<file path="src/rtl/vga_timing_gen_if.sv">
// Pixel-coordinate bundle driven by vga_timing_gen and consumed by the
// sprite mappers and the compositor.
interface vga_timing_gen_if #(
  parameter int FRAME_W = 8
);
  logic [9:0]         DrawX;
  logic [9:0]         DrawY;
  logic               blank;
  logic               hs;
  logic               vs;
  logic               frame_start;
  logic [FRAME_W-1:0] frame_cnt;

  modport master (
    output DrawX, DrawY, blank, hs, vs, frame_start, frame_cnt
  );

  modport slave (
    input DrawX, DrawY, blank, hs, vs, frame_start, frame_cnt
  );
endinterface

</file>
<file path="src/rtl/vga_timing_gen.sv">
// VGA raster timing source: two wrapping counters (column/row) advanced by
// pix_ce, with registered visible/sync decodes, a frame_start pulse and a
// frame counter.
// Optional build macro SYNC_DELAY_EN: delays hs/vs by two vga_clk cycles so
// sync edges line up with mapper RGB (ROM read + output register).
module vga_timing_gen #(
  parameter int H_VISIBLE = 640,
  parameter int H_FRONT   = 16,
  parameter int H_SYNC    = 96,
  parameter int H_BACK    = 48,
  parameter int V_VISIBLE = 480,
  parameter int V_FRONT   = 10,
  parameter int V_SYNC    = 2,
  parameter int V_BACK    = 33,
  parameter int FRAME_W   = 8
) (
  input  logic               vga_clk,
  input  logic               reset_n,
  input  logic               pix_ce,
  vga_timing_gen_if.master   vif
);

  localparam int H_TOTAL = H_VISIBLE + H_FRONT + H_SYNC + H_BACK;
  localparam int V_TOTAL = V_VISIBLE + V_FRONT + V_SYNC + V_BACK;

  localparam logic [9:0] H_LAST   = 10'(H_TOTAL - 1);
  localparam logic [9:0] V_LAST   = 10'(V_TOTAL - 1);
  localparam logic [9:0] H_VIS    = 10'(H_VISIBLE);
  localparam logic [9:0] V_VIS    = 10'(V_VISIBLE);
  localparam logic [9:0] HS_START = 10'(H_VISIBLE + H_FRONT);
  localparam logic [9:0] HS_END   = 10'(H_VISIBLE + H_FRONT + H_SYNC);
  localparam logic [9:0] VS_START = 10'(V_VISIBLE + V_FRONT);
  localparam logic [9:0] VS_END   = 10'(V_VISIBLE + V_FRONT + V_SYNC);

  // Half-open range test used for both sync decodes.
  function automatic logic in_range(input logic [9:0] v,
                                    input logic [9:0] lo,
                                    input logic [9:0] hi);
    return (v >= lo) && (v < hi);
  endfunction

  logic [9:0]         x_p0, y_p0;
  logic               blank_p0, hs_p0, vs_p0, fs_p0;
  logic [FRAME_W-1:0] fcnt_p0;

  logic [9:0] x_nxt, y_nxt;
  logic       x_wrap, frame_wrap;

  // Next counter position; only terminal-value compares, no overflow path.
  always_comb begin
    x_wrap     = (x_p0 == H_LAST);
    frame_wrap = x_wrap && (y_p0 == V_LAST);
    x_nxt      = x_wrap ? 10'd0 : x_p0 + 10'd1;
    y_nxt      = y_p0;
    if (x_wrap) y_nxt = (y_p0 == V_LAST) ? 10'd0 : y_p0 + 10'd1;
  end

  // Stage p0: counters plus decodes of the next position, registered together.
  always_ff @(posedge vga_clk) begin
    if (!reset_n) begin
      x_p0     <= H_LAST;
      y_p0     <= V_LAST;
      blank_p0 <= 1'b0;
      hs_p0    <= 1'b1;
      vs_p0    <= 1'b1;
      fs_p0    <= 1'b0;
      fcnt_p0  <= '0;
    end else begin
      fs_p0 <= 1'b0;
      if (pix_ce) begin
        x_p0     <= x_nxt;
        y_p0     <= y_nxt;
        blank_p0 <= (x_nxt < H_VIS) && (y_nxt < V_VIS);
        hs_p0    <= !in_range(x_nxt, HS_START, HS_END);
        vs_p0    <= !in_range(y_nxt, VS_START, VS_END);
        if (frame_wrap) begin
          fs_p0   <= 1'b1;
          fcnt_p0 <= fcnt_p0 + 1'b1;
        end
      end
    end
  end

`ifdef SYNC_DELAY_EN
  logic hs_p1, hs_p2, vs_p1, vs_p2;

  // Stages p1/p2: free-running sync delay, independent of pix_ce.
  always_ff @(posedge vga_clk) begin
    if (!reset_n) begin
      hs_p1 <= 1'b1;
      hs_p2 <= 1'b1;
      vs_p1 <= 1'b1;
      vs_p2 <= 1'b1;
    end else begin
      hs_p1 <= hs_p0;
      hs_p2 <= hs_p1;
      vs_p1 <= vs_p0;
      vs_p2 <= vs_p1;
    end
  end

  assign vif.hs = hs_p2;
  assign vif.vs = vs_p2;
`else
  assign vif.hs = hs_p0;
  assign vif.vs = vs_p0;
`endif

  assign vif.DrawX       = x_p0;
  assign vif.DrawY       = y_p0;
  assign vif.blank       = blank_p0;
  assign vif.frame_start = fs_p0;
  assign vif.frame_cnt   = fcnt_p0;

endmodule

</file>
<file path="src/flat_wrapper.sv">
// flat-port wrapper written by rule: the top's interface ports become plain ports
module vga_timing_gen_flat 
#(
  parameter int H_VISIBLE = 640,
  parameter int H_FRONT   = 16,
  parameter int H_SYNC    = 96,
  parameter int H_BACK    = 48,
  parameter int V_VISIBLE = 480,
  parameter int V_FRONT   = 10,
  parameter int V_SYNC    = 2,
  parameter int V_BACK    = 33,
  parameter int FRAME_W   = 8
)
  (vga_clk, reset_n, pix_ce, vif_DrawX, vif_DrawY, vif_blank, vif_hs, vif_vs, vif_frame_start, vif_frame_cnt);
  vga_timing_gen_if #(.FRAME_W(FRAME_W)) vif_i ();
  input  logic vga_clk;
  input  logic reset_n;
  input  logic pix_ce;
  output wire logic [$bits(vif_i.DrawX)-1:0] vif_DrawX;
  output wire logic [$bits(vif_i.DrawY)-1:0] vif_DrawY;
  output wire logic [$bits(vif_i.blank)-1:0] vif_blank;
  output wire logic [$bits(vif_i.hs)-1:0] vif_hs;
  output wire logic [$bits(vif_i.vs)-1:0] vif_vs;
  output wire logic [$bits(vif_i.frame_start)-1:0] vif_frame_start;
  output wire logic [$bits(vif_i.frame_cnt)-1:0] vif_frame_cnt;
  assign vif_DrawX = vif_i.DrawX;
  assign vif_DrawY = vif_i.DrawY;
  assign vif_blank = vif_i.blank;
  assign vif_hs = vif_i.hs;
  assign vif_vs = vif_i.vs;
  assign vif_frame_start = vif_i.frame_start;
  assign vif_frame_cnt = vif_i.frame_cnt;
  vga_timing_gen #(.H_VISIBLE(H_VISIBLE), .H_FRONT(H_FRONT), .H_SYNC(H_SYNC), .H_BACK(H_BACK), .V_VISIBLE(V_VISIBLE), .V_FRONT(V_FRONT), .V_SYNC(V_SYNC), .V_BACK(V_BACK), .FRAME_W(FRAME_W)) u_core (.vga_clk(vga_clk), .reset_n(reset_n), .pix_ce(pix_ce), .vif(vif_i));
endmodule
</file>
<file path="config.mk">
export PLATFORM = sky130hd
export DESIGN_NAME = vga_timing_gen_flat
export DESIGN_NICKNAME = d
export VERILOG_FILES = /design/src/rtl/vga_timing_gen_if.sv /design/src/rtl/vga_timing_gen.sv /design/src/flat_wrapper.sv
export SDC_FILE = /design/constraint.sdc
export NUM_CORES = 1
export LEC_CHECK = 0
export CORE_AREA = 4 4 81 83
export CTS_CLUSTER_DIAMETER = 60
export DETAILED_ROUTE_END_ITERATION = 6
export DIE_AREA = 0 0 85 87
export PLACE_DENSITY = 0.59
export SETUP_SLACK_MARGIN = 0.5
export SLEW_MARGIN = 20
export SYNTH_ARGS = -nofsm -noshare
export SYNTH_HDL_FRONTEND = slang
export SYNTH_SLANG_ARGS = --single-unit
</file>
<file path="constraint.sdc">
create_clock -name vga_clk -period 4.73 [get_ports vga_clk]
set_input_delay 0.946 -clock vga_clk [delete_from_list [all_inputs] [get_ports vga_clk]]
set_output_delay 0.946 -clock vga_clk [all_outputs]
set_load 0.02 [all_outputs]
</file>
======== Yosys cells after proc, flatten, opt, wreduce, memory -nomap -nowiden ========
Cells that the tools add are included.
Widths: inputs -> output; s select.
storage, ports and cells
  register bits ........................... 32
  bits of input ports ..................... 3
  output and inout bits ................... 32
operators by class
  add/sub/neg operators ................... 3
  magnitude comparators ................... 6
  eq/ne operators ......................... 2
  multiplexer cells ....................... 4
  reductions and logical operators ........ 8
operators by type and width
  kind                   count
  $mux 10                3
  $add 10x1->10 const B  2
  $eq 10x10->1 const B   2
  $lt 10x10->1 const B   2
  $lt 10x9->1 const B    2
  $ge 10x10->1 const B   1
  $ge 10x9->1 const B    1
  $add 8x1->8 const B    1
  $logic_and 1x1->1      4
  $reduce_and 2->1       2
  $logic_not 1->1        2
  $mux 1                 1

======== Logic depth before layout (Yosys ltp) ========
Gate-level depths: netlist of the first run.
  word-level depth ........................ 6
  gate-level depth with buffers ........... 10
  depth with buffers taken out ............ 8

======== Worst setup path before layout of the first run ========
No wires, ideal clock.
  path type ............................... reg-to-reg
  start point ............................. register u_core.x_p0[1], in the netlist u_core.vif.DrawX[1]
  end point ............................... register u_core.fcnt_p0[5], in the netlist u_core.vif.frame_cnt[5]
  arrival time ............................ 1,948 ps
  required time ........................... 4,615 ps
  slack ................................... 2,667 ps
  stages on the path, launching flop included .. 10
  clock period less this slack ............ 2,063 ps
  cell sequence ........................... dfxtp_1 > ha_1 > buf_4 > and4_1 > buf_4 > nand4_2 > nor3_2 > nand3_1 > xnor2_1 > and2_1
on the way
  word-level cells in the longest chain between the ends .. 3
RTL lines
  what                        line                  source
  start, declared             vga_timing_gen.sv:42  logic [9:0] x_p0, y_p0;
  start signal, assigned      vga_timing_gen.sv:71  x_p0 <= x_nxt;
  $eq 10x10->1                vga_timing_gen.sv:51  x_wrap = (x_p0 == H_LAST);
  $logic_and 1x1->1           vga_timing_gen.sv:52  frame_wrap = x_wrap && (y_p0 == V_LAST);
  $reduce_and 2->1 (no line)  -
  end signal, assigned        vga_timing_gen.sv:78  fcnt_p0 <= fcnt_p0 + 1'b1;
  end, declared               vga_timing_gen.sv:44  logic [FRAME_W-1:0] fcnt_p0;
Every way passes these cells.
A chain may end at the register's enable or synchronous reset.

======== Worst setup path in the final report of the first run ========
  start point ............................. register u_core.x_p0[0], in the netlist u_core.vif.DrawX[0]
  end point ............................... register u_core.y_p0[5], in the netlist u_core.vif.DrawY[5]
on the way
  word-level cells in the longest chain between the ends .. 2
RTL lines
  what                  line                  source
  $eq 10x10->1          vga_timing_gen.sv:51
  $mux 10               vga_timing_gen.sv:55  if (x_wrap) y_nxt = (y_p0 == V_LAST) ? 10'd0 : y_p0 + 10'd1;
  end signal, assigned  vga_timing_gen.sv:72  y_p0 <= y_nxt;
  end, declared         vga_timing_gen.sv:42
Every way passes these cells.

==> impl_results.md, run 1 <==
- Outcome: completed
- Reg power frac: 38.0%
- Setup bufs post-CTS: 0
- Post-synth EDFFs: 0
- Drt pass-1 iters: 4
- Share of cells above drive strength 1: 8.02%
- Crit path to: u_core.vif.DrawY[5]
- CP top delay family: simple AND/OR/NAND/NOR gates
- Max-cap viol count: 0
- Synth Area in Compound Gates: 18.0%
- Number of synthesized register bits: 32
- Worst vdd ir: 0.000121 V
- RR Startpoint: u_core.vif.DrawX[0]
- Setup WS post-layout: 2.08 ns
- Crit Path Class: reg2reg
- Avg Inst Size Synth: 8.22 µm²
- Internal Pwr Total: 0.571 mW
- Leading area contributor after synthesis: dfxtp_1
- Port buffer count: 34
- CTS Hold Bufs: 0
- Critical path startpoint category: flip-flop
- Largest net degree at the start of global routing: 35
- Synth Area in Simple Gates: 33.4%
- Sw frac: 32.5%
- CTS max path bufs: 2
- HP Class: reg2reg
- Crit-path cells: ha_1 > and4_1 > and3_1 > and2_4 > nand2_2 > o41ai_1 > and2_1
- Xor/xnor cell area share of the yosys netlist: 6.38%
- Worst path slowest cell: and3_1
- Buf/Inv on CP: 0
- Pwr per Cell Area: 351 nW/µm²
- Largest family of logic cells by synthesized area: simple AND/OR/NAND/NOR gates
- Cell variety after synth: 48
- DR iter-0 viols: 105
- Die Span Y: 87 µm
- Clk_lat worst skew: 0.28 ns
- Max stage delay on crit path: 0.50 ns
- CTS tree: built
- Critical Path End Type: flip-flop
- Worst Setup SP: u_core.vif.DrawX[0]
- Final min period: 2.65 ns
- Clock skew: 0.00507 ns
- Routed Antenna Nets: 0
- Root Buffer: clkbuf_8
- Pre-CTS setup slack: 1.83 ns
- Final Max Tran Viols: 0
- CTS resizes: 0
- Routability cong.: 0.856
- Core area: 5850 µm²
- Main synth FF type: dfxtp_1
- Overall routed net length: 4640 µm
- DP HPWL: 3160 µm
- Post-Syn Nets: 242
- DR WL/cell: 13.8 µm
- Register area share after synthesis: 33.3%
- Area growth, synth to finish: 25.4%
- DIE AREA: 7400 µm²
- Vias in the first global route: 1633
- Worst reg-to-reg path cell count: 7
- Peak Freq: 377 MHz
- WP data arrival: 2.88 ns
- Starting density of the core: 32.9%
- RSZ-0062 raised after global routing: false
- Global route overflow: 0
- RR Endpoint: u_core.vif.DrawY[5]
- Final Net Count: 269
- H-tree depth: 2
- Total CTS buffers: 5
- P_sw: 0.276 mW
- Post-route setup TNS: 0 ns
- Combinational power share: 27.9%
- Adder-Cell Fraction of Synth Area: 3.25%
- Worst reg2reg setup slack: 2.08 ns
- CP required: 4.96 ns
- Final Cycle Share: 56.1%
- # DRC: 0
- Syn. warnings: 0
- DIE WIDTH: 85 µm
- Row Count: 28
- Largest cells by area after synthesis: dfxtp_1 33%, and2_1 5.9%, xnor2_1 4.6%
- Top-Level Pins: 35
- Clock transition at path regs: 0.07 ns
- ANT cells: 0
- Worst hold margin: 0.492 ns
- Slew @ Worst Pin: 0.507 ns
- Register cell area after layout: 641 µm²
- Met1 Track Usage GR: 17.8%
- Post-synth top area share: 33.3%
- Clk sinks: 32
- All-Layer GR Usage: 13.5%
- Slew margin rel.: 66.2%
- Crit-path max FO: 11
- Fin. Hold Viols: 0
- Final setup viols: 0
- Via density: 5.24
- Cell Area, Synth: 1920 µm²
- Tot Pwr: 0.847 mW
- Area of the multi-input gates: 1190 µm²
- M2 GR Usage: 19.9%
- Met3 usage: 4.26%
- Syn Inst Count: 234
- Clock power frac: 34.1%
- Ys async rst share: 0%
- LEAKAGE: 0.879 nW
- Final core utilization: 41.2%
- Number of antenna violations at the first check in global routing: 0
- Busiest grt layer: met2
- Vias after detailed routing: 1767
- Fill count: 572
- WP depth: 7
- First-pass GRT wire length: 7980 µm
- Mux contribution to synthesized area: 1.04%
[cells in the mapped netlist, types with 5 or more instances]
cell type and count:
and2_1 18, nand2_1 17, o211ai_1 6, and3_1 9, a21oi_1 8, ha_1 5
dfxtp_1 32, nor3_1 7, clkbuf_1 6, xnor2_1 10, o21ai_0 16, nand4_1 8
nand3_1 17, buf_2 6, nor2_1 11
[final cells by class]
type,instances,area share [%]
clock buffer,7,4.00
sequential,32,26.6
clock inverter,1,1.25
timing repair buffer,35,14.2
tap,75,3.89
multi-input combinational,183,49.5
inverter,4,0.623
[logic make-up (layout without fill, tap and decap cells)]
group	after synthesis	count (layout)
compound gates	52	52
xor+xnor	14	14
fa+ha+maj	5	5
buf+inv	19	47
flops	32	32
mux	2	2
simple gates	110	110
[tightest hold or removal path, delay by kind of cell, from the launching register on]
kind / cells / cell delay [ns]
AOI/OAI and AO/OA: 1 / 0.06
DFF: 1 / 0.32
and+or+nand+nor: 1 / 0.07
[sequential cells by signal, summed over array words and instances, names as in the netlist]
signal,flops
u_core.vif.frame_cnt,8
u_core.vif.DrawY,10
u_core.vif.frame_start,1
u_core.vif.blank,1
u_core.vif.hs,1
u_core.vif.vs,1
u_core.vif.DrawX,10
[routing by layer]
layer | share of wire [%] | vias up
li1 | - | 909
met1 | 48 | 805
met2 | 45 | 45
met3 | 5.3 | 8
met4 | 2.1 | 0
met5 | 0 | -
[per-stage QoR]
step	cell area, µm²	std cells
after floorplan	1920	234
after global placement	2290	329
after detailed placement	2290	329
after CTS	2420	337
after global routing	2410	337
final	2410	337
[worst min path at each step]
stage	slack [ns]	startpoint	cells past startpoint	endpoint
6_report	0.49	u_core.vif.blank	2	u_core.vif.blank
5_1_grt	0.55	u_core.vif.blank	2	u_core.vif.blank
4_1_cts	0.50	u_core.vif.blank	2	u_core.vif.blank
3_5_place_dp	0.48	u_core.vif.blank	2	u_core.vif.blank
3_3_place_gp	0.48	u_core.vif.blank	2	u_core.vif.blank
2_1_floorplan	0.55	u_core.vif.blank	2	u_core.vif.blank
[power groups by stage]
stage                     registers, mW  logic (mW)  clock network, mW
after floorplan                   0.336       0.162                  0
after global placement            0.328       0.238                  0
after detailed placement          0.328       0.237                  0
after CTS                         0.322       0.238              0.299
after global routing              0.327       0.265              0.311
final                             0.322       0.237              0.289
[cell usage in the layout (no fill, tap or decap), drive strengths merged, types with 2 or more instances in the layout]
master,instances
o211ai,6
nor3b,2
nand4,10
and2,19
inv,4
or3,2
nand3b,3
xor2,4
nand3,17
nor3,8
nand2,18
ha,5
nor2,12
xnor2,10
dfxtp,32
and3b,2
and3,9
a31o,2
buf,2
o31ai,3
a21oi,9
o21ai,18
a31oi,2
mux2i,2
and4,2
o311ai,3
clkbuf,7
clkdlybuf4s50,33
a21boi,3
nor2b,2
o2111ai,2
Note: power is estimated with default switching activity, not from simulation.
==> run 2, diff against run 1 <==
==> constraint.sdc (replaced) <==
create_clock -name vga_clk -period 2.5 [get_ports vga_clk]
set_input_delay 0.5 -clock vga_clk [delete_from_list [all_inputs] [get_ports vga_clk]]
set_output_delay 0.5 -clock vga_clk [all_outputs]
set_load 0.02 [all_outputs]
==> run 2 against run 1 <==
  * Largest cell class unchanged
  * Die area unchanged
  * Core utilization up 0.64 points
  * Critical path depth shrank 6
  * Combinational power up 100%
==> impl_results.md, run 2 (synthesis results as in run 1) <==
- Busiest grt layer: met2 (unchanged)
- Total CTS buffers: 5 (unchanged)
- First-pass GRT wire length: 8060 µm (was 7980 µm)
- Vias after detailed routing: 1826 (was 1767)
- Final setup viols: 0 (unchanged)
- CTS Hold Bufs: 0 (unchanged)
- Fin. Hold Viols: 0 (unchanged)
- CP required: 2.00 ns (was 4.96 ns)
- Clk_lat worst skew: 0.28 ns (about the same)
- Worst hold margin: 0.498 ns (was 0.492 ns)
- Slew @ Worst Pin: 0.382 ns (was 0.507 ns)
- DIE WIDTH: 85 µm (unchanged)
- # DRC: 0 (unchanged)
- Overall routed net length: 4740 µm (was 4640 µm)
- Met1 Track Usage GR: 18.0% (was 17.8%)
- Final Max Tran Viols: 0 (unchanged)
- Row Count: 28 (unchanged)
- Max stage delay on crit path: 0.67 ns (was 0.50 ns)
- Commonest non-fill, non-tap cells in the layout: 33 x clkdlybuf4s50_1, 24 x dfxtp_1, 18 x and2_1 (was 33 x clkdlybuf4s50_1, 32 x dfxtp_1, 18 x and2_1)
- Final Net Count: 275 (was 269)
- Vias in the first global route: 1651 (was 1633)
- RSZ-0062 raised after global routing: true (was false)
- Global route overflow: 0 (unchanged)
- Critical Path End Type: output port (was flip-flop)
- Largest net degree at the start of global routing: 16 (was 35)
- Final min period: 1.94 ns
- H-tree depth: 2 (unchanged)
- Starting density of the core: 32.9% (unchanged)
- ANT cells: 0 (unchanged)
- Cells after DPL: 335 (was 329)
- Drt pass-1 iters: 4 (unchanged)
- Buf/Inv on CP: 1 (was 0)
- Non-Filler Instances: 343 (was 337)
- DR WL/cell: 13.8 µm (about the same)
- Area growth, synth to finish: 27.3% (was 25.4%)
- Peak Freq: 516 MHz
- CTS tree: built (unchanged)
- All-Layer GR Usage: 13.3% (was 13.5%)
- Fill count: 594 (was 572)
- Root Buffer: clkbuf_8 (unchanged)
- Register cell area after layout: 651 µm² (was 641 µm²)
- Worst vdd ir: 0.000203 V (was 0.000121 V)
- WP data arrival: 1.44 ns (was 2.88 ns)
- Pwr per Cell Area: 616 nW/µm² (was 351 nW/µm²)
- Final Cycle Share: 77.6%
- DP HPWL: 3450 µm (was 3160 µm)
- CP top delay family: buffers and inverters (was simple AND/OR/NAND/NOR gates)
- Die Span Y: 87 µm (unchanged)
- Top-Level Pins: 35 (unchanged)
- Placed Area: 2340 µm² (was 2290 µm²)
- Met3 usage: 2.93% (was 4.26%)
- Slew margin rel.: 74.4% (was 66.2%)
- Crit-path cells: clkdlybuf4s50_1 (was ha_1 > and4_1 > and3_1 > and2_4 > nand2_2 > o41ai_1 > and2_1)
- CTS max path bufs: 2 (unchanged)
- HP Class: reg2reg (unchanged)
- Core area: 5850 µm² (unchanged)
- Share of cells above drive strength 1: 13.4% (was 8.02%)
- Port buffer count: 34 (unchanged)
- Via density: 5.32 (was 5.24)
- Post-route setup TNS: 0 ns (unchanged)
- Worst path slowest cell: clkdlybuf4s50_1 (was and3_1)
- Outcome: completed (unchanged)
- Clock transition at path regs: 0.07 ns (about the same)
- Clk sinks: 32 (unchanged)
- Crit-path max FO: 9 (was 11)
- Routed Antenna Nets: 0 (unchanged)
- Clock skew: 0.00786 ns (was 0.00507 ns)
- DIE AREA: 7400 µm² (unchanged)
- DR iter-0 viols: 55 (was 105)
- Fin area: 2450 µm² (was 2410 µm²)
- M2 GR Usage: 20.6% (was 19.9%)
- Routability cong.: 0.857 (was 0.856)
- Number of antenna violations at the first check in global routing: 0 (unchanged)
- Critical path startpoint category: flip-flop (unchanged)
- Commonest non-fill, non-tap cell in the layout: clkdlybuf4s50_1 (unchanged)
- LEAKAGE: 0.912 nW (was 0.879 nW)
- Area of the multi-input gates: 1200 µm² (was 1190 µm²)
- Max-cap viol count: 0 (unchanged)
- Crit Path Class: reg2out (was reg2reg)
-- run 2: final timing paths --
| kind | startpoint | endpoint | slack (ns) | depth (start not counted) |
|---|---|---|---|---|
| min reg2reg | u_core.vif.blank | u_core.vif.blank | 0.50 | 2 |
| max reg2reg | u_core.vif.DrawY[1] | u_core.vif.frame_cnt[4] | 0.62 | 8 |
| min | u_core.vif.blank | u_core.vif.blank | 0.50 | 2 |
| max | u_core.vif.DrawX[5] | vif_DrawX[5] | 0.56 | 1 |
-- run 2: area by class of cell --
cell class	count	area share, %
inverter	4	0.613
tap	75	3.83
timing repair buffer	41	16.1
clock buffer	8	3.68
sequential	32	26.6
multi-input combinational	183	49.2
-- run 2: what timing repair did --
action	in CTS	in global routing
pin swaps	0	0
setup endpoints to repair	3	14
setup buffers	0	0
resized for setup	3	10
-- run 2: power breakdown --
group	switching, mW	total (mW)	internal [mW]
logic	0.270	0.484	0.214
clock network	0.187	0.411	0.224
registers	0.0650	0.613	0.548
total	0.522	1.51	0.986
-- run 2: stage by stage --
stage	util [%]	power (mW)	setup WS (ns)
after floorplan	-	0.943	0.550
after global placement	39.9	1.09	0.483
after detailed placement	39.9	1.09	0.460
after CTS	41.6	1.51	0.514
after global routing	41.9	1.60	0.474
final	41.9	1.51	0.560
-- run 2: metal layers --
layer | vias up | part of all wire, %
li1 | 920 | -
met1 | 847 | 47
met2 | 52 | 45
met3 | 7 | 6.0
met4 | 0 | 1.7
met5 | - | 0
==> run 3, diff against run 2 <==
--- a/config.mk
+++ b/config.mk
@@ -9,7 +9,7 @@
 export CTS_CLUSTER_DIAMETER = 60
 export DETAILED_ROUTE_END_ITERATION = 6
 export DIE_AREA = 0 0 85 87
-export PLACE_DENSITY = 0.59
+export PLACE_DENSITY = 0.61
 export SETUP_SLACK_MARGIN = 0.5
 export SLEW_MARGIN = 20
 export SYNTH_ARGS = -nofsm -noshare
==> constraint.sdc (replaced) <==
create_clock -name vga_clk -period 1.7 [get_ports vga_clk]
set_input_delay 0.34 -clock vga_clk [delete_from_list [all_inputs] [get_ports vga_clk]]
set_output_delay 0.34 -clock vga_clk [all_outputs]
set_load 0.02 [all_outputs]
==> run 3 against run 2 <==
  * The flow now finishes with violations (setup timing)
  * Worst hold slack worse by 0.027 ns
  * Non-clock buffer count up 65
  * Worst setup slack worse by 0.58 ns
  * Power up 92%
  * Core utilization up 16 points
  * Critical endpoint is now u_core.vif.DrawY[5]
  * Highest routed layer unchanged
==> impl_results.md, run 3 (synthesis results as in run 1) <==
- CP required: 1.88 ns (was 2.00 ns)
- Global route overflow: 0 (unchanged)
- Largest net degree at the start of global routing: 21 (was 16)
- RR Endpoint: u_core.vif.DrawY[5] (was u_core.vif.frame_cnt[4])
- Drt pass-1 iters: 4 (unchanged)
- Tot Pwr: 2.90 mW (was 1.51 mW)
- Slew margin rel.: 78.9% (was 74.4%)
- Slew @ Worst Pin: 0.315 ns (was 0.382 ns)
- DP HPWL: 3980 µm (was 3450 µm)
- Via density: 5.34 (was 5.32)
- Hold EP: u_core.vif.blank (unchanged)
- Final Cycle Share: 101%
- Critical path startpoint category: flip-flop (unchanged)
- RR Startpoint: u_core.vif.DrawY[0] (was u_core.vif.DrawY[1])
- Pwr per Cell Area: 861 nW/µm² (was 616 nW/µm²)
- Total CTS buffers: 5 (unchanged)
- H-tree depth: 2 (unchanged)
- Row Count: 28 (unchanged)
- Final Max Tran Viols: 0 (unchanged)
- Outcome: complete, but fails checks (was completed)
- Routed Antenna Nets: 0 (unchanged)
- Share of cells above drive strength 1: 58.9% (was 13.4%)
- Pre-CTS setup slack: -0.0951 ns (was 0.460 ns)
- DIE WIDTH: 85 µm (unchanged)
- Vias in the first global route: 2113 (was 1651)
- Reg power frac: 29.9% (was 40.7%)
- Final setup viols: 1 (was 0)
- Clock power frac: 22.8% (was 27.3%)
- Core area: 5850 µm² (unchanged)
- WP data arrival: 1.91 ns (was 1.44 ns)
- Fill count: 485 (was 594)
- Clk_lat worst skew: 0.29 ns (was 0.28 ns)
- Crit-path max FO: 5 (was 9)
- # DRC: 0 (unchanged)
- Critical Path End Type: flip-flop (was output port)
- LEAKAGE: 1.37 nW (was 0.912 nW)
- Commonest non-fill, non-tap cell in the layout: buf_4 (was clkdlybuf4s50_1)
- Area growth, synth to finish: 75.2% (was 27.3%)
- Hold Crit Start: u_core.vif.blank (unchanged)
- Root Buffer: clkbuf_8 (unchanged)
- Clock skew: 0.00596 ns (was 0.00786 ns)
- Port buffer count: 34 (unchanged)
- CTS tree: built (unchanged)
- Peak Freq: 580 MHz
- HP Class: reg2reg (unchanged)
- Number of antenna violations at the first check in global routing: 0 (unchanged)
- DIE AREA: 7400 µm² (unchanged)
- P_sw: 1.02 mW (was 0.522 mW)
- Combinational power share: 47.3% (was 32.1%)
- Die Span Y: 87 µm (unchanged)
- Hold Crit Depth: 2 (unchanged)
- DR iter-0 viols: 107 (was 55)
- Max-cap viol count: 0 (unchanged)
- Worst reg-to-reg path cell count: 9 (was 8)
- Final Net Count: 340 (was 275)
- Violated checks: setup timing
- Worst hold margin: 0.470 ns (was 0.498 ns)
- Setup WS post-layout: -0.0240 ns (was 0.560 ns)
- DR WL/cell: 15.6 µm (was 13.8 µm)
- Starting density of the core: 32.9% (unchanged)
- First-pass GRT wire length: 10000 µm (was 8060 µm)
- Overall routed net length: 6380 µm (was 4740 µm)
- Commonest non-fill, non-tap cells in the layout: 49 x buf_4, 46 x buf_6, 16 x dfxtp_2 (was 33 x clkdlybuf4s50_1, 24 x dfxtp_1, 18 x and2_1)
- Top-Level Pins: 35 (unchanged)
- RSZ-0062 raised after global routing: true (unchanged)
- Crit Path Class: reg2reg (was reg2out)
- ANT cells: 0 (unchanged)
- Clock transition at path regs: 0.07 ns (about the same)
- Sw frac: 35.1% (was 34.6%)
- Routability cong.: 0.861 (was 0.857)
- Vias after detailed routing: 2178 (was 1826)
- Worst vdd ir: 0.000451 V (was 0.000203 V)
- Internal Pwr Total: 1.88 mW (was 0.986 mW)
- Final min period: 1.72 ns
- Clk sinks: 32 (unchanged)
- All-Layer GR Usage: 16.9% (was 13.3%)
- Worst reg2reg setup slack: -0.02 ns (was 0.62 ns)
- Fin. Hold Viols: 0 (unchanged)
- CTS max path bufs: 2 (unchanged)
run 3: worst max-delay path by stage:
| stage | start | slack (ns) | to | cells after the start |
|---|---|---|---|---|
| after floorplan | u_core.vif.DrawX[1] | -0.09 | u_core.vif.vs | 10 |
| after global placement | pix_ce | -0.08 | u_core.vif.hs | 6 |
| after detailed placement | pix_ce | -0.1 | u_core.vif.hs | 6 |
| after CTS | u_core.vif.DrawX[0] | 0.05 | u_core.vif.frame_cnt[5] | 7 |
| after global routing | u_core.vif.DrawX[0] | -0.09 | u_core.vif.DrawY[5] | 7 |
| final | u_core.vif.DrawY[0] | -0.02 | u_core.vif.DrawY[5] | 9 |
run 3: per-stage QoR:
stage          TNS [ns]  std cells  util, %  area [µm²]
2_1_floorplan    -0.491        234        -        2040
3_3_place_gp     -0.363        376     46.8        2740
3_5_place_dp     -0.555        376     46.8        2740
4_1_cts               0        392     53.4        3130
5_1_grt          -0.484        408     57.6        3370
6_report        -0.0240        408     57.6        3370
run 3: final cells by class:
cell class / instances / area, µm² / share of cell area, %
Tap cell: 75 / 93.8 / 2.78
Clock buffer: 8 / 100 / 2.97
Sequential cell: 32 / 698 / 20.7
Timing Repair Buffer: 106 / 990 / 29.4
Inverter: 4 / 20.0 / 0.594
Multi-Input combinational cell: 183 / 1470 / 43.6
run 3: routing by layer:
metal / global-route usage [%] / part of all wire [%]
met5: 0 / 0
met4: 6.91 / 2.7
met3: 4.07 / 5.4
met2: 28.0 / 49
met1: 21.0 / 43
run 3: worst max-delay path, cell delays in order (launching register included):
cell and delay (ns):
dfxtp_4 0.36, inv_4 0.06, ha_4 0.11, and4bb_2 0.27, and4_4 0.28, buf_6 0.12
nor2_1 0.04, o21ai_1 0.13, o41ai_1 0.09, and2_1 0.15
run 3: power groups by stage:
stage          Clock, mW  Combinational (mW)  Sequential (mW)
5_1_grt            0.719                1.46            0.873
3_5_place_dp           0               0.972            0.869
6_report           0.662                1.37            0.867
3_3_place_gp           0               0.964            0.869
2_1_floorplan          0               0.537            0.941
4_1_cts            0.676                1.19            0.870
run 3: repair_timing:
| item | CTS | global route |
|---|---|---|
| hold buffers | 0 | 0 |
| gates cloned | 0 | 0 |
| setup buffers | 8 | 16 |
| setup endpoints to repair | 64 | 55 |
| resized for setup | 241 | 46 |
| pin swaps | 30 | 24 |
